===== config.mk =====
export PLATFORM = sky130hd
export DESIGN_NAME = i2s_xfer_ctrl
export DESIGN_NICKNAME = d
export VERILOG_FILES = /design/src/rtl/i2s_xfer_ctrl_pkg.sv /design/src/rtl/i2s_xfer_ctrl_sck_gen.sv /design/src/rtl/i2s_xfer_ctrl.sv
export SDC_FILE = /design/constraint.sdc
export NUM_CORES = 1
export LEC_CHECK = 0
export CAP_MARGIN = 20
export CORE_ASPECT_RATIO = 0.6
export CORE_UTILIZATION = 60
export DETAILED_ROUTE_END_ITERATION = 10
export PLACE_DENSITY = 0.89
export REMOVE_ABC_BUFFERS = 1
export SLEW_MARGIN = 20
export SYNTH_ARGS = -nofsm -noshare
export SYNTH_HDL_FRONTEND = slang
export SYNTH_SLANG_ARGS = --single-unit

===== constraint.sdc =====
create_clock -name clk_i -period 4.92 [get_ports clk_i]
set_input_delay 0.492 -clock clk_i [delete_from_list [all_inputs] [get_ports clk_i]]
set_output_delay 0.492 -clock clk_i [all_outputs]
set_load 0.05 [all_outputs]

===== src/rtl/i2s_xfer_ctrl_pkg.sv =====
// i2s_xfer_ctrl_pkg: shared state encoding, data-length codes and bit-position helpers
package i2s_xfer_ctrl_pkg;
  localparam int SLOT_W = 32;
  typedef enum logic {IDLE, RUN} state_t;
  typedef enum logic [1:0] {DAL_8, DAL_16, DAL_24, DAL_32} dal_t;
  // W-1 for a data length code is {dal, 3'b111}, so no multiply is needed
  function automatic logic [4:0] bit_idx(input logic [4:0] p, input logic [1:0] dal, input logic lsb);
    return lsb ? p : 5'({dal, 3'b111} - p);
  endfunction
  function automatic logic in_word(input logic [4:0] p, input logic [1:0] dal);
    return p[4:3] <= dal;
  endfunction
endpackage


===== src/rtl/i2s_xfer_ctrl_sck_gen.sv =====
// i2s_xfer_ctrl_sck_gen: serial clock divider with rise/fall tick strobes
// Ports: clk_i/rst_n_i clock and async active-low reset; run enables the divider
// (sck held low otherwise); div sets the half period; rise/fall flag the cycle
// whose closing edge toggles sck high/low.
module i2s_xfer_ctrl_sck_gen #(
  parameter int DIV_WIDTH = 16
) (
  input  logic                 clk_i,
  input  logic                 rst_n_i,
  input  logic                 run,
  input  logic [DIV_WIDTH-1:0] div,
  output logic                 sck,
  output logic                 rise,
  output logic                 fall
);
  logic [DIV_WIDTH-1:0] divcnt;
  logic tc;
  // >= keeps the counter from running away when div shrinks live
  assign tc = run && (divcnt >= div);
  assign rise = tc && !sck;
  assign fall = tc && sck;
  always_ff @(posedge clk_i or negedge rst_n_i) begin
    if (!rst_n_i) begin
      divcnt <= '0;
      sck <= 1'b0;
    end else if (!run) begin
      divcnt <= '0;
      sck <= 1'b0;
    end else if (tc) begin
      divcnt <= '0;
      sck <= ~sck;
    end else begin
      divcnt <= divcnt + 1'b1;
    end
  end
endmodule


===== src/rtl/i2s_xfer_ctrl.sv =====
// i2s_xfer_ctrl: master-mode I2S frame sequencer between TX/RX FIFOs and pads
// Ports: en_i/div_i/dal_i/lsb_i/mono_i configuration; tx_valid_i/tx_data_i/tx_ready_o
// TX FIFO pop side; rx_valid_o/rx_data_o/rx_ready_i RX FIFO push side; sck_o/ws_o/
// sd_o/sd_i serial pads; busy_o run status; tx_undr_o/rx_ovr_o error pulses.
module i2s_xfer_ctrl
  import i2s_xfer_ctrl_pkg::*;
#(
  parameter int DATA_WIDTH = 32,
  parameter int DIV_WIDTH  = 16
) (
  input  logic                  clk_i,
  input  logic                  rst_n_i,
  input  logic                  en_i,
  input  logic [DIV_WIDTH-1:0]  div_i,
  input  logic [1:0]            dal_i,
  input  logic                  lsb_i,
  input  logic                  mono_i,
  input  logic                  tx_valid_i,
  input  logic [DATA_WIDTH-1:0] tx_data_i,
  output logic                  tx_ready_o,
  output logic                  rx_valid_o,
  output logic [DATA_WIDTH-1:0] rx_data_o,
  input  logic                  rx_ready_i,
  output logic                  sck_o,
  output logic                  ws_o,
  output logic                  sd_o,
  input  logic                  sd_i,
  output logic                  busy_o,
  output logic                  tx_undr_o,
  output logic                  rx_ovr_o
);
  state_t state;
  logic primed;
  logic [5:0] fcnt, fnext;
  logic [1:0] dal;
  logic lsb, mono;
  logic [DATA_WIDTH-1:0] tx_word, tx_cur, rx_sh, rx_cur;
  logic sck_rise, sck_fall, load, stop, rx_take, rx_push;
  i2s_xfer_ctrl_sck_gen #(.DIV_WIDTH(DIV_WIDTH)) u_sck (
    .clk_i(clk_i),
    .rst_n_i(rst_n_i),
    .run(state == RUN),
    .div(div_i),
    .sck(sck_o),
    .rise(sck_rise),
    .fall(sck_fall)
  );
  assign busy_o = (state == RUN);
  // the first fall tick after start only establishes fcnt=0
  assign fnext = primed ? fcnt + 6'd1 : 6'd0;
  assign stop = sck_fall && primed && (fcnt == 6'd63) && !en_i;
  assign load = sck_fall && !stop && (fnext[4:0] == 5'd0) && !(mono && fnext[5]);
  assign tx_cur = load ? (tx_valid_i ? tx_data_i : '0) : tx_word;
  assign rx_take = sck_rise && primed && in_word(fcnt[4:0], dal) && !(mono && fcnt[5]);
  assign rx_push = rx_take && (fcnt[4:0] == {dal, 3'b111});
  always_comb begin
    rx_cur = rx_sh;
    rx_cur[bit_idx(fcnt[4:0], dal, lsb)] = sd_i;
  end
  always_ff @(posedge clk_i or negedge rst_n_i) begin
    if (!rst_n_i) begin
      state <= IDLE;
      primed <= 1'b0;
      fcnt <= '0;
      dal <= '0;
      lsb <= 1'b0;
      mono <= 1'b0;
      tx_word <= '0;
      rx_sh <= '0;
      rx_data_o <= '0;
      rx_valid_o <= 1'b0;
      tx_ready_o <= 1'b0;
      tx_undr_o <= 1'b0;
      rx_ovr_o <= 1'b0;
      ws_o <= 1'b0;
      sd_o <= 1'b0;
    end else begin
      tx_ready_o <= 1'b0;
      tx_undr_o <= 1'b0;
      rx_ovr_o <= 1'b0;
      if (rx_valid_o && rx_ready_i) rx_valid_o <= 1'b0;
      if (state == IDLE) begin
        if (en_i) begin
          state <= RUN;
          primed <= 1'b0;
          fcnt <= '0;
          dal <= dal_i;
          lsb <= lsb_i;
          mono <= mono_i;
        end
      end else if (stop) begin
        state <= IDLE;
        primed <= 1'b0;
        fcnt <= '0;
        ws_o <= 1'b0;
        sd_o <= 1'b0;
      end else if (sck_fall) begin
        primed <= 1'b1;
        fcnt <= fnext;
        // ws leads the slot by one sck: it reflects the slot of fcnt+1
        ws_o <= fnext[5] ^ (&fnext[4:0]);
        tx_word <= tx_cur;
        sd_o <= in_word(fnext[4:0], dal) && tx_cur[bit_idx(fnext[4:0], dal, lsb)];
        tx_ready_o <= load;
        tx_undr_o <= load && !tx_valid_i;
      end
      if (rx_take) begin
        rx_sh <= rx_push ? '0 : rx_cur;
        if (rx_push) begin
          rx_data_o <= rx_cur;
          rx_valid_o <= 1'b1;
          rx_ovr_o <= rx_valid_o && !rx_ready_i;
        end
      end
    end
  end
endmodule


* Yosys cells after proc, flatten, opt, wreduce, memory -nomap -nowiden
Index checks and enable logic that the tools add are counted.
** Operators by class
- Eq/ne operators :: 4
- Mux-type cells :: 41
- Reductions and logical operators :: 36
- Bitwise logic cells :: 4
- $add $sub $neg :: 4
- Order comparisons :: 6
** Operators with widths (count)
- two-way mux 32 bit :: 3
- bitwise mux 32 bit :: 1
- two-way mux 16 bit :: 2
- two-way mux 6 bit :: 5
- two-way mux 1 bit :: 26
- logical AND 1 bit :: 20
- adder 16 x 1 -> 16 bit (second input constant) :: 1
- greater-or-equal comparator 16 bit :: 1
- < comparator 5 x 6 -> 1 bit (second input constant) :: 2
- two-way mux 5 bit :: 2
- subtractor 5 bit :: 2
- AND reduction 2 bit :: 4
- zero test 1 bit :: 7
- adder 6 x 1 -> 6 bit (second input constant) :: 1
- == test 6 bit (second input constant) :: 1
- binary-select mux 1 bit (select 5 bit) :: 1
- demux 1 bit (select 5 bit) :: 1
- == test 5 bit :: 1
- greater-or-equal comparator 5 x 1 -> 1 bit (second input constant) :: 1
- zero test 5 bit :: 1
- AND reduction 5 bit :: 1
- less-or-equal comparator 2 bit :: 2
- nonzero test 2 bit :: 2
- inequality test 3 x 1 -> 1 bit (second input constant) :: 1
- other kinds (4) :: 6
** Storage, ports and cells
- Register bits after elaboration :: 131
- Bits of input ports :: 58

* Longest topological paths before layout
Gate-level depths: netlist of the first run.
- Depth after elaboration :: 16
- Gate-level depth with buffers :: 13
- Mapped depth without buffers :: 12

* By module
Synthesis of the first run repeated with hierarchy kept, for this count alone.
** Second synthesis, totals
- Cells, all modules :: 785
- Area, all modules :: 7084.3 um2
** By module, submodules not included
- i2s_xfer_ctrl :: sequential area each 2852.7 um2, times used 1, area an instance 5900.7 um2, cells an instance 655
- i2s_xfer_ctrl_sck_gen :: sequential area each 425.4 um2, times used 1, area an instance 1183.6 um2, cells an instance 130

* Least setup slack after synthesis of the first run
No wires, ideal clock.
- Kind :: in2reg
- Start point :: input port div_i[14]
- End point :: register rx_data_o[24]
- Buffers on the path :: 2
- Arrival time :: 2.886 ns
- Stages on the path :: 12
- Setup slack :: 1.901 ns
- Required time :: 4.787 ns
- Path through :: inv_1 -> ha_1 -> nand4_1 -> or3_1 -> a311o_1 -> a41o_1 -> a2111oi_4 -> nand4_1 -> clkbuf_1 -> buf_2 -> nand2_1 -> o21ai_0
** On the way
- Word-level cells in the longest chain between the ends :: 8
** Ends and longest elaborated chain
- start: declaration :: RTL line i2s_xfer_ctrl.sv:14 : input logic [DIV_WIDTH-1:0] div_i,
- greater-or-equal comparator 16 bit (*) :: RTL line i2s_xfer_ctrl_sck_gen.sv:19 : assign tc = run && (divcnt >= div);
- logical AND 1 bit (*) :: RTL line i2s_xfer_ctrl_sck_gen.sv:19
- logical AND 1 bit (*) :: RTL line i2s_xfer_ctrl_sck_gen.sv:20 : assign rise = tc && !sck;
- logical AND 1 bit (*) (3 in a row) :: RTL line i2s_xfer_ctrl.sv:54 : assign rx_take = sck_rise && primed && in_word(fcnt[4:0], dal) && !(mono && fcnt[5]);
- logical AND 1 bit :: RTL line i2s_xfer_ctrl.sv:55 : assign rx_push = rx_take && (fcnt[4:0] == {dal, 3'b111});
- AND reduction 2 bit (no source line) (*)
- end signal: assignment :: RTL line i2s_xfer_ctrl.sv:110 : rx_data_o <= rx_cur;
- end: declaration :: RTL line i2s_xfer_ctrl.sv:22 : output logic [DATA_WIDTH-1:0] rx_data_o,
Every way passes the cells marked *; elsewhere a longest branch is shown, timed or not.
A chain may end at the register's enable or synchronous reset.

* Worst setup path after layout of the first run
- Start point :: register fcnt[0]
- End point :: register sd_o
** On the way
- Word-level cells in the longest chain between the ends :: 13
** Ends and longest elaborated chain
- start: declaration :: RTL line i2s_xfer_ctrl.sv:34 : logic [5:0] fcnt, fnext;
- start signal: assignment :: RTL line i2s_xfer_ctrl.sv:99 : fcnt <= fnext;
- branches (longest 13 deep; another with adder 6 x 1 -> 6 bit)
- end signal: assignment :: RTL line i2s_xfer_ctrl.sv:103 : sd_o <= in_word(fnext[4:0], dal) && tx_cur[bit_idx(fnext[4:0], dal, lsb)];
- end: declaration :: RTL line i2s_xfer_ctrl.sv:26 : output logic sd_o,
Parallel ways; which one is timed is not known. The select of a mux whose other input is x is not followed.

==> impl_metrics.env, run 1 <==
export IMPL_run_status="finished, final reports clean"
export IMPL_crit_path_top_delay_cell="dfrtp_1"
export IMPL_drive_gt1_share_pct=7.92
export IMPL_cts_buffers=17
export IMPL_gp_congestion=0.859
export IMPL_grt_pass1_vias=6074
export IMPL_synth_area_um2=7530
export IMPL_tightest_slew_ns=1.15
export IMPL_crit_type="reg -> reg"
export IMPL_cts_sinks=131
export IMPL_synth_area_per_cell_um2=8.85
export IMPL_critical_path_max_stage_delay_ns=0.56
export IMPL_first_pass_iters=5
export IMPL_antenna_diode_count=0
export IMPL_grt_pass1_wl_um=30400
export IMPL_path_cells="ha_1 -> nand3_1 -> mux2i_1 -> nor4_2 -> and2_1 -> nand2_2 -> a211oi_1 -> o32ai_1 -> a2111oi_0 -> o31ai_1"
export IMPL_die_height_um=88.8
export IMPL_synth_ff_type="dfrtp_1"
export IMPL_grt_busiest_layer="met2"
export IMPL_postLayoutCellArea_um2=9170
export IMPL_synthArstFlopShare_pct=100
export IMPL_insertion_delay_ns=0.43
export IMPL_synth_seq_cells=131
export IMPL_hold_viol_final=0
export IMPL_met1_usage_pct=44.4
export IMPL_synth_area_mux_share_pct=11.1
export IMPL_synthCells=851
export IMPL_hold_path_class="in -> async"
export IMPL_layout_commonest_cell="nand2_1"
export IMPL_fin_nets=1017
export IMPL_ir_drop_uv=251
export IMPL_drv_cap=0
export IMPL_cts_tree="yes"
export IMPL_setup_viol=0
export IMPL_num_fill_cells=851
export IMPL_layout_common_cells="nand2_1 (158), dfrtp_1 (131), nor2_1 (107)"
export IMPL_vias=6515
export IMPL_start_util_pct=62.1
export IMPL_rsz0062_at_grt="false"
export IMPL_h_tree_depth=4
export IMPL_grt_max_degree=67
export IMPL_synthXorXnorAreaFrac_pct=3.02
export IMPL_synth_top_family_by_area="simple AND/OR/NAND/NOR gates"
export IMPL_viasPerCell=5.86
export IMPL_yosysTopAreaCell="dfrtp_1"
export IMPL_critical_path_arrival_ns=4.26
export IMPL_gr_total_overflow=0
export IMPL_die_x_um=147
export IMPL_place_area_um2=8600
export IMPL_synth_compound_area_share_pct=13.2
export IMPL_synth_adder_area_share_pct=3.99
export IMPL_wl_um=18500
export IMPL_post_cts_buffers=0
export IMPL_drtAntennaViolNets=0
export IMPL_finClkSkew_ns=0.00924
export IMPL_dieArea_um2=13000
export IMPL_core_area_um2=12100
export IMPL_period_minus_slack_ns=3.96
export IMPL_clk_pin_slew_ns=0.06
export IMPL_area_delta_synth_final_pct=21.7
export IMPL_yosys_warnings=0
export IMPL_worstPathRequired_ns=5.22
export IMPL_synth_edf_count=0
export IMPL_synthSimpleGateAreaFrac_pct=20.2
export IMPL_ys_seq_area_share_pct=43.5
export IMPL_use_met3_pct=6.29
export IMPL_grtUsageMet2_pct=45.4
export IMPL_cp_max_fo=26
export IMPL_synth_cell_type_count=62
export IMPL_maxSlewHeadroom_pct=21.5
export IMPL_drt_iter0_drc=671
export IMPL_dp_hpwl_um=12400
export IMPL_wl_per_cell_um=16.6
export IMPL_grt_total_usage_pct=30.3
export IMPL_cts_resized=0
export IMPL_min_period_over_period_pct=80.5
export IMPL_end_kind="register"
export IMPL_clock_path_buffers=2
export IMPL_p_per_area_nw_per_um2=297
export IMPL_synth_top_area_share_pct=43.5
export IMPL_crit_path_start_kind="register"
export IMPL_slew_violations=0
export IMPL_portBuffers=97
export IMPL_fmax_mhz=252
export IMPL_ys_top_cells_by_area="dfrtp_1 (44%), mux2i_1 (9.4%), nand2_1 (7.9%), nor2_1 (5.3%), ha_1 (4.0%)"
export IMPL_cts_root_buf="clkbuf_16"
export IMPL_drc=0
export IMPL_ios=98
export IMPL_worst_hold_slack_ns=0.0669
export IMPL_fin_tns_setup_ns=0
export IMPL_num_rows=31
export IMPL_p_leak_nw=4.24
export IMPL_hold_buffers=0
export IMPL_antenna_found_initial=0
[cell type report]
class	count	area (µm²)	area share, %
inverter	36	135	1.47
multi-input combinational	634	3880	42.3
clock buffer	21	460	5.02
clock inverter	10	109	1.19
tap	165	206	2.25
timing repair buffer	115	1100	12.0
sequential	131	3280	35.8
[per-layer routing]
layer | vias to the layer above | routed length (µm)
met3 | 28 | 1500
li1 | 3072 | -
met4 | 0 | 228
met1 | 3140 | 8740
met5 | - | 0
met2 | 275 | 7990
[critical path, delay by kind of cell, from the launching register on]
family | cells | cell delay [ns]
adder cells (fa/ha/maj) | 1 | 0.37
AO/OA/AOI/OAI | 4 | 1.13
multiplexers | 1 | 0.28
AND/OR/NAND/NOR | 4 | 1.48
flip-flops | 1 | 0.56
[state kept, by name, indices dropped and copies added, names as in the netlist]
register / cells
fcnt: 6
dal: 2
sd_o: 1
tx_undr_o: 1
rx_sh: 32
rx_valid_o: 1
u_sck.sck: 1
mono: 1
rx_data_o: 32
u_sck.divcnt: 16
rx_ovr_o: 1
tx_word: 32
tx_ready_o: 1
ws_o: 1
primed: 1
lsb: 1
busy_o: 1
[final timing paths]
kind	slack, ns	end	startpoint	depth (start not counted)
min	0.07	rx_data_o[26]$_DFFE_PN0P_	rst_n_i	1
max in group asynchronous	3.85	rx_data_o[17]$_DFFE_PN0P_	rst_n_i	2
min in group clk_i	0.46	tx_word[22]$_DFFE_PN0P_	tx_word[22]$_DFFE_PN0P_	2
max	0.96	sd_o$_DFFE_PN0P_	fcnt[0]$_DFFE_PN0P_	10
max reg2reg	0.96	sd_o$_DFFE_PN0P_	fcnt[0]$_DFFE_PN0P_	10
min reg2reg	0.46	tx_word[22]$_DFFE_PN0P_	tx_word[22]$_DFFE_PN0P_	2
[metrics by stage]
stage	power [mW]	setup WS (ns)	std cells	util (%)
after floorplan	1.34	0.597	801	-
after global placement	1.48	1.04	1081	70.8
after detailed placement	1.50	0.920	1081	70.8
after CTS	2.73	1.04	1112	75.5
after global routing	2.83	0.640	1112	75.5
final	2.72	0.959	1112	75.5
[logic make-up after synthesis]
logic type / Yosys count
mux: 80
fa+ha+maj: 24
compound gates: 152
buf+inv: 86
flops: 131
simple gates: 352
xor+xnor: 26
[synthesized netlist by cell type (6+ instances only)]
library cell and count:
nand2_1 158, dfrtp_1 131, nor2_1 107, mux2i_1 71, o21ai_0 53, inv_1 35
clkbuf_1 27, a21oi_1 25, ha_1 24, nand3_1 23, buf_2 16, xor2_1 15
o31ai_1 12, nor3_1 11, xnor2_1 11, a21boi_0 9, nor2b_1 9, and3_1 8
o21ai_1 8, nand2b_1 7, nand4_1 7, mux2_2 6, o21bai_1 6
[report_power, final]
group | switching, mW | internal (mW) | total (mW)
sequential | 0.0539 | 1.11 | 1.16
clock | 0.471 | 0.765 | 1.24
combinational | 0.183 | 0.142 | 0.325
total | 0.708 | 2.02 | 2.72
Power figures use the tool's default switching activity.
==> inputs of run 2 (changes only) <==
- CORE_UTILIZATION: 60 -> 51
- PLACE_DENSITY: 0.89 -> 0.81
- clock period: 4.92 -> 3.5 ns (I/O delays scaled with it)
==> run 2 against run 1 <==
Effect of this change:
- clock skew is 0.0030 ns higher
- sequential share of layout area is 0.98 points lower
- sequential power is 41% higher
- first-iteration DRC count is 39% lower
- worst setup slack worse by 0.71 ns
- highest routed layer unchanged
- largest cell class unchanged
- combinational power is 45% higher
==> impl_metrics.env, run 2 (synthesis results as in run 1) <==
export IMPL_run_status="finished, final reports clean"
export IMPL_crit_type="in -> reg"
export IMPL_grt_total_usage_pct=24.7
export IMPL_drc=0
export IMPL_drive_gt1_share_pct=9.73
export IMPL_cts_buffers=17
export IMPL_layout_commonest_cell="nand2_1"
export IMPL_utilization_pct=67.1
export IMPL_period_minus_slack_ns=3.25
export IMPL_worst_hold_slack_ns=0.388
export IMPL_h_tree_depth=4
export IMPL_rsz0062_at_grt="false"
export IMPL_insertion_delay_ns=0.42
export IMPL_setup_viol=0
export IMPL_drtAntennaViolNets=0
export IMPL_antenna_diode_count=0
export IMPL_clock_path_buffers=2
export IMPL_gp_congestion=0.865
export IMPL_vias=6368
export IMPL_cts_resized=0
export IMPL_worstSetupStartpoint="div_i[15]"
export IMPL_fin_nets=1036
export IMPL_die_height_um=96.1
export IMPL_layout_common_cells="nand2_1 (158), dfrtp_1 (131), nor2_1 (107)"
export IMPL_critical_path_arrival_ns=3.58
export IMPL_antenna_found_initial=0
export IMPL_ir_drop_uv=255
export IMPL_min_period_over_period_pct=92.9
export IMPL_wl_um=18000
export IMPL_end_kind="register"
export IMPL_die_x_um=159
export IMPL_grt_pass1_wl_um=29900
export IMPL_r2r_start="u_sck.divcnt[13]$_DFF_PN0_"
export IMPL_fmax_mhz=307
export IMPL_start_util_pct=53.7
export IMPL_num_fill_cells=1151
export IMPL_worstPathRequired_ns=3.83
export IMPL_finClkSkew_ns=0.0122
export IMPL_tightest_slew_ns=1.04
export IMPL_cp_max_fo=16
export IMPL_dp_hpwl_um=12500
export IMPL_first_pass_iters=5
export IMPL_gr_total_overflow=0
export IMPL_cts_tree="yes"
export IMPL_cts_sinks=131
export IMPL_maxSlewHeadroom_pct=30.8
export IMPL_p_per_area_nw_per_um2=416
export IMPL_dieArea_um2=15300
export IMPL_setup_slack_ns=0.247
export IMPL_grt_max_degree=67
export IMPL_reg_largest_list="rx_data_o (32), rx_sh (32), tx_word (32)"
export IMPL_place_ws_ns=-0.124
export IMPL_hold_path_class="in -> async"
export IMPL_drt_iter0_drc=412
export IMPL_p_leak_nw=4.36
export IMPL_crit_path_start_kind="input pin"
export IMPL_num_rows=33
export IMPL_hold_viol_final=0
export IMPL_drv_cap=0
export IMPL_area_delta_synth_final_pct=25.1
export IMPL_slew_violations=0
export IMPL_cts_root_buf="clkbuf_16"
export IMPL_grt_pass1_vias=6076
export IMPL_wl_per_cell_um=15.5
export IMPL_portBuffers=97
export IMPL_clk_pin_slew_ns=0.06
export IMPL_viasPerCell=5.50
export IMPL_ios=98
export IMPL_core_area_um2=14000
==> run 2: path summary, 6_finish.rpt <==
path | end | slack (ns) | cells after the start
worst max-delay path | sd_o$_DFFE_PN0P_ | 0.25 | 14
worst min-delay path | rx_data_o[20]$_DFFE_PN0P_ | 0.39 | 2
worst max register to register | sd_o$_DFFE_PN0P_ | 0.25 | 12
worst min register to register | tx_word[22]$_DFFE_PN0P_ | 0.47 | 2
max in group asynchronous | rx_sh[17]$_DFFE_PN0P_ | 2.24 | 3
min in group clk_i | tx_word[22]$_DFFE_PN0P_ | 0.47 | 2
==> run 2: where the power goes <==
part           internal [mW]  switching (mW)  leakage (nW)
Sequential              1.56          0.0694          1.81
Combinational          0.208           0.261          2.27
Clock                   1.14           0.683         0.282
==> run 2: timing repair <==
action / 4_1_cts / 5_1_grt
hold buffers: 1 / 0
hold endpoints to repair: 25 / 0
setup buffers: 0 / 0
==> run 2: critical path, cell delays in order <==
cell and delay [ns]:
clkdlybuf4s50_1 0.48, inv_1 0.05, ha_1 0.28, nand4_1 0.12, or3_1 0.41, a311o_1 0.33
a41o_1 0.32, buf_12 0.18, buf_4 0.15, nor3_1 0.25, o32ai_1 0.13, a31oi_1 0.22
o211ai_1 0.12, o31ai_1 0.19
==> run 2: cell type report <==
| type | instances | area [µm²] | area share [%] |
|---|---|---|---|
| well taps | 192 | 240 | 2.55 |
| flip-flops and latches | 131 | 3280 | 34.8 |
| clock buffers | 19 | 443 | 4.70 |
| inverters | 36 | 135 | 1.43 |
| multi-input cells | 634 | 3880 | 41.2 |
| clock inverters | 12 | 156 | 1.66 |
| repair buffers | 134 | 1290 | 13.7 |
==> run 2: routing by layer <==
metal,GRT usage [%],wire [µm],vias up
li1,-,-,3114
met1,36.9,9220,3005
met2,36.4,7440,227
met3,4.61,1140,22
met4,7.29,164,0
met5,0,0,-
==> run 2: per-stage QoR <==
| stage | power, mW | std cells | setup TNS [ns] | cell area, µm² |
|---|---|---|---|---|
| floorplan | 1.89 | 801 | -23.81 | 7290 |
| global placement | 2.10 | 1126 | 0 | 8820 |
| CTS | 3.94 | 1158 | 0 | 9430 |
| detailed placement | 2.12 | 1126 | -2.37 | 8820 |
| finish | 3.92 | 1158 | 0 | 9430 |
| global route | 4.06 | 1158 | 0 | 9430 |
==> inputs of run 3 (changes only) <==
- CTS_CLUSTER_DIAMETER: default -> 80
==> results of run 3 <==
Final layout, timing and power as in run 2 (identical DEF).
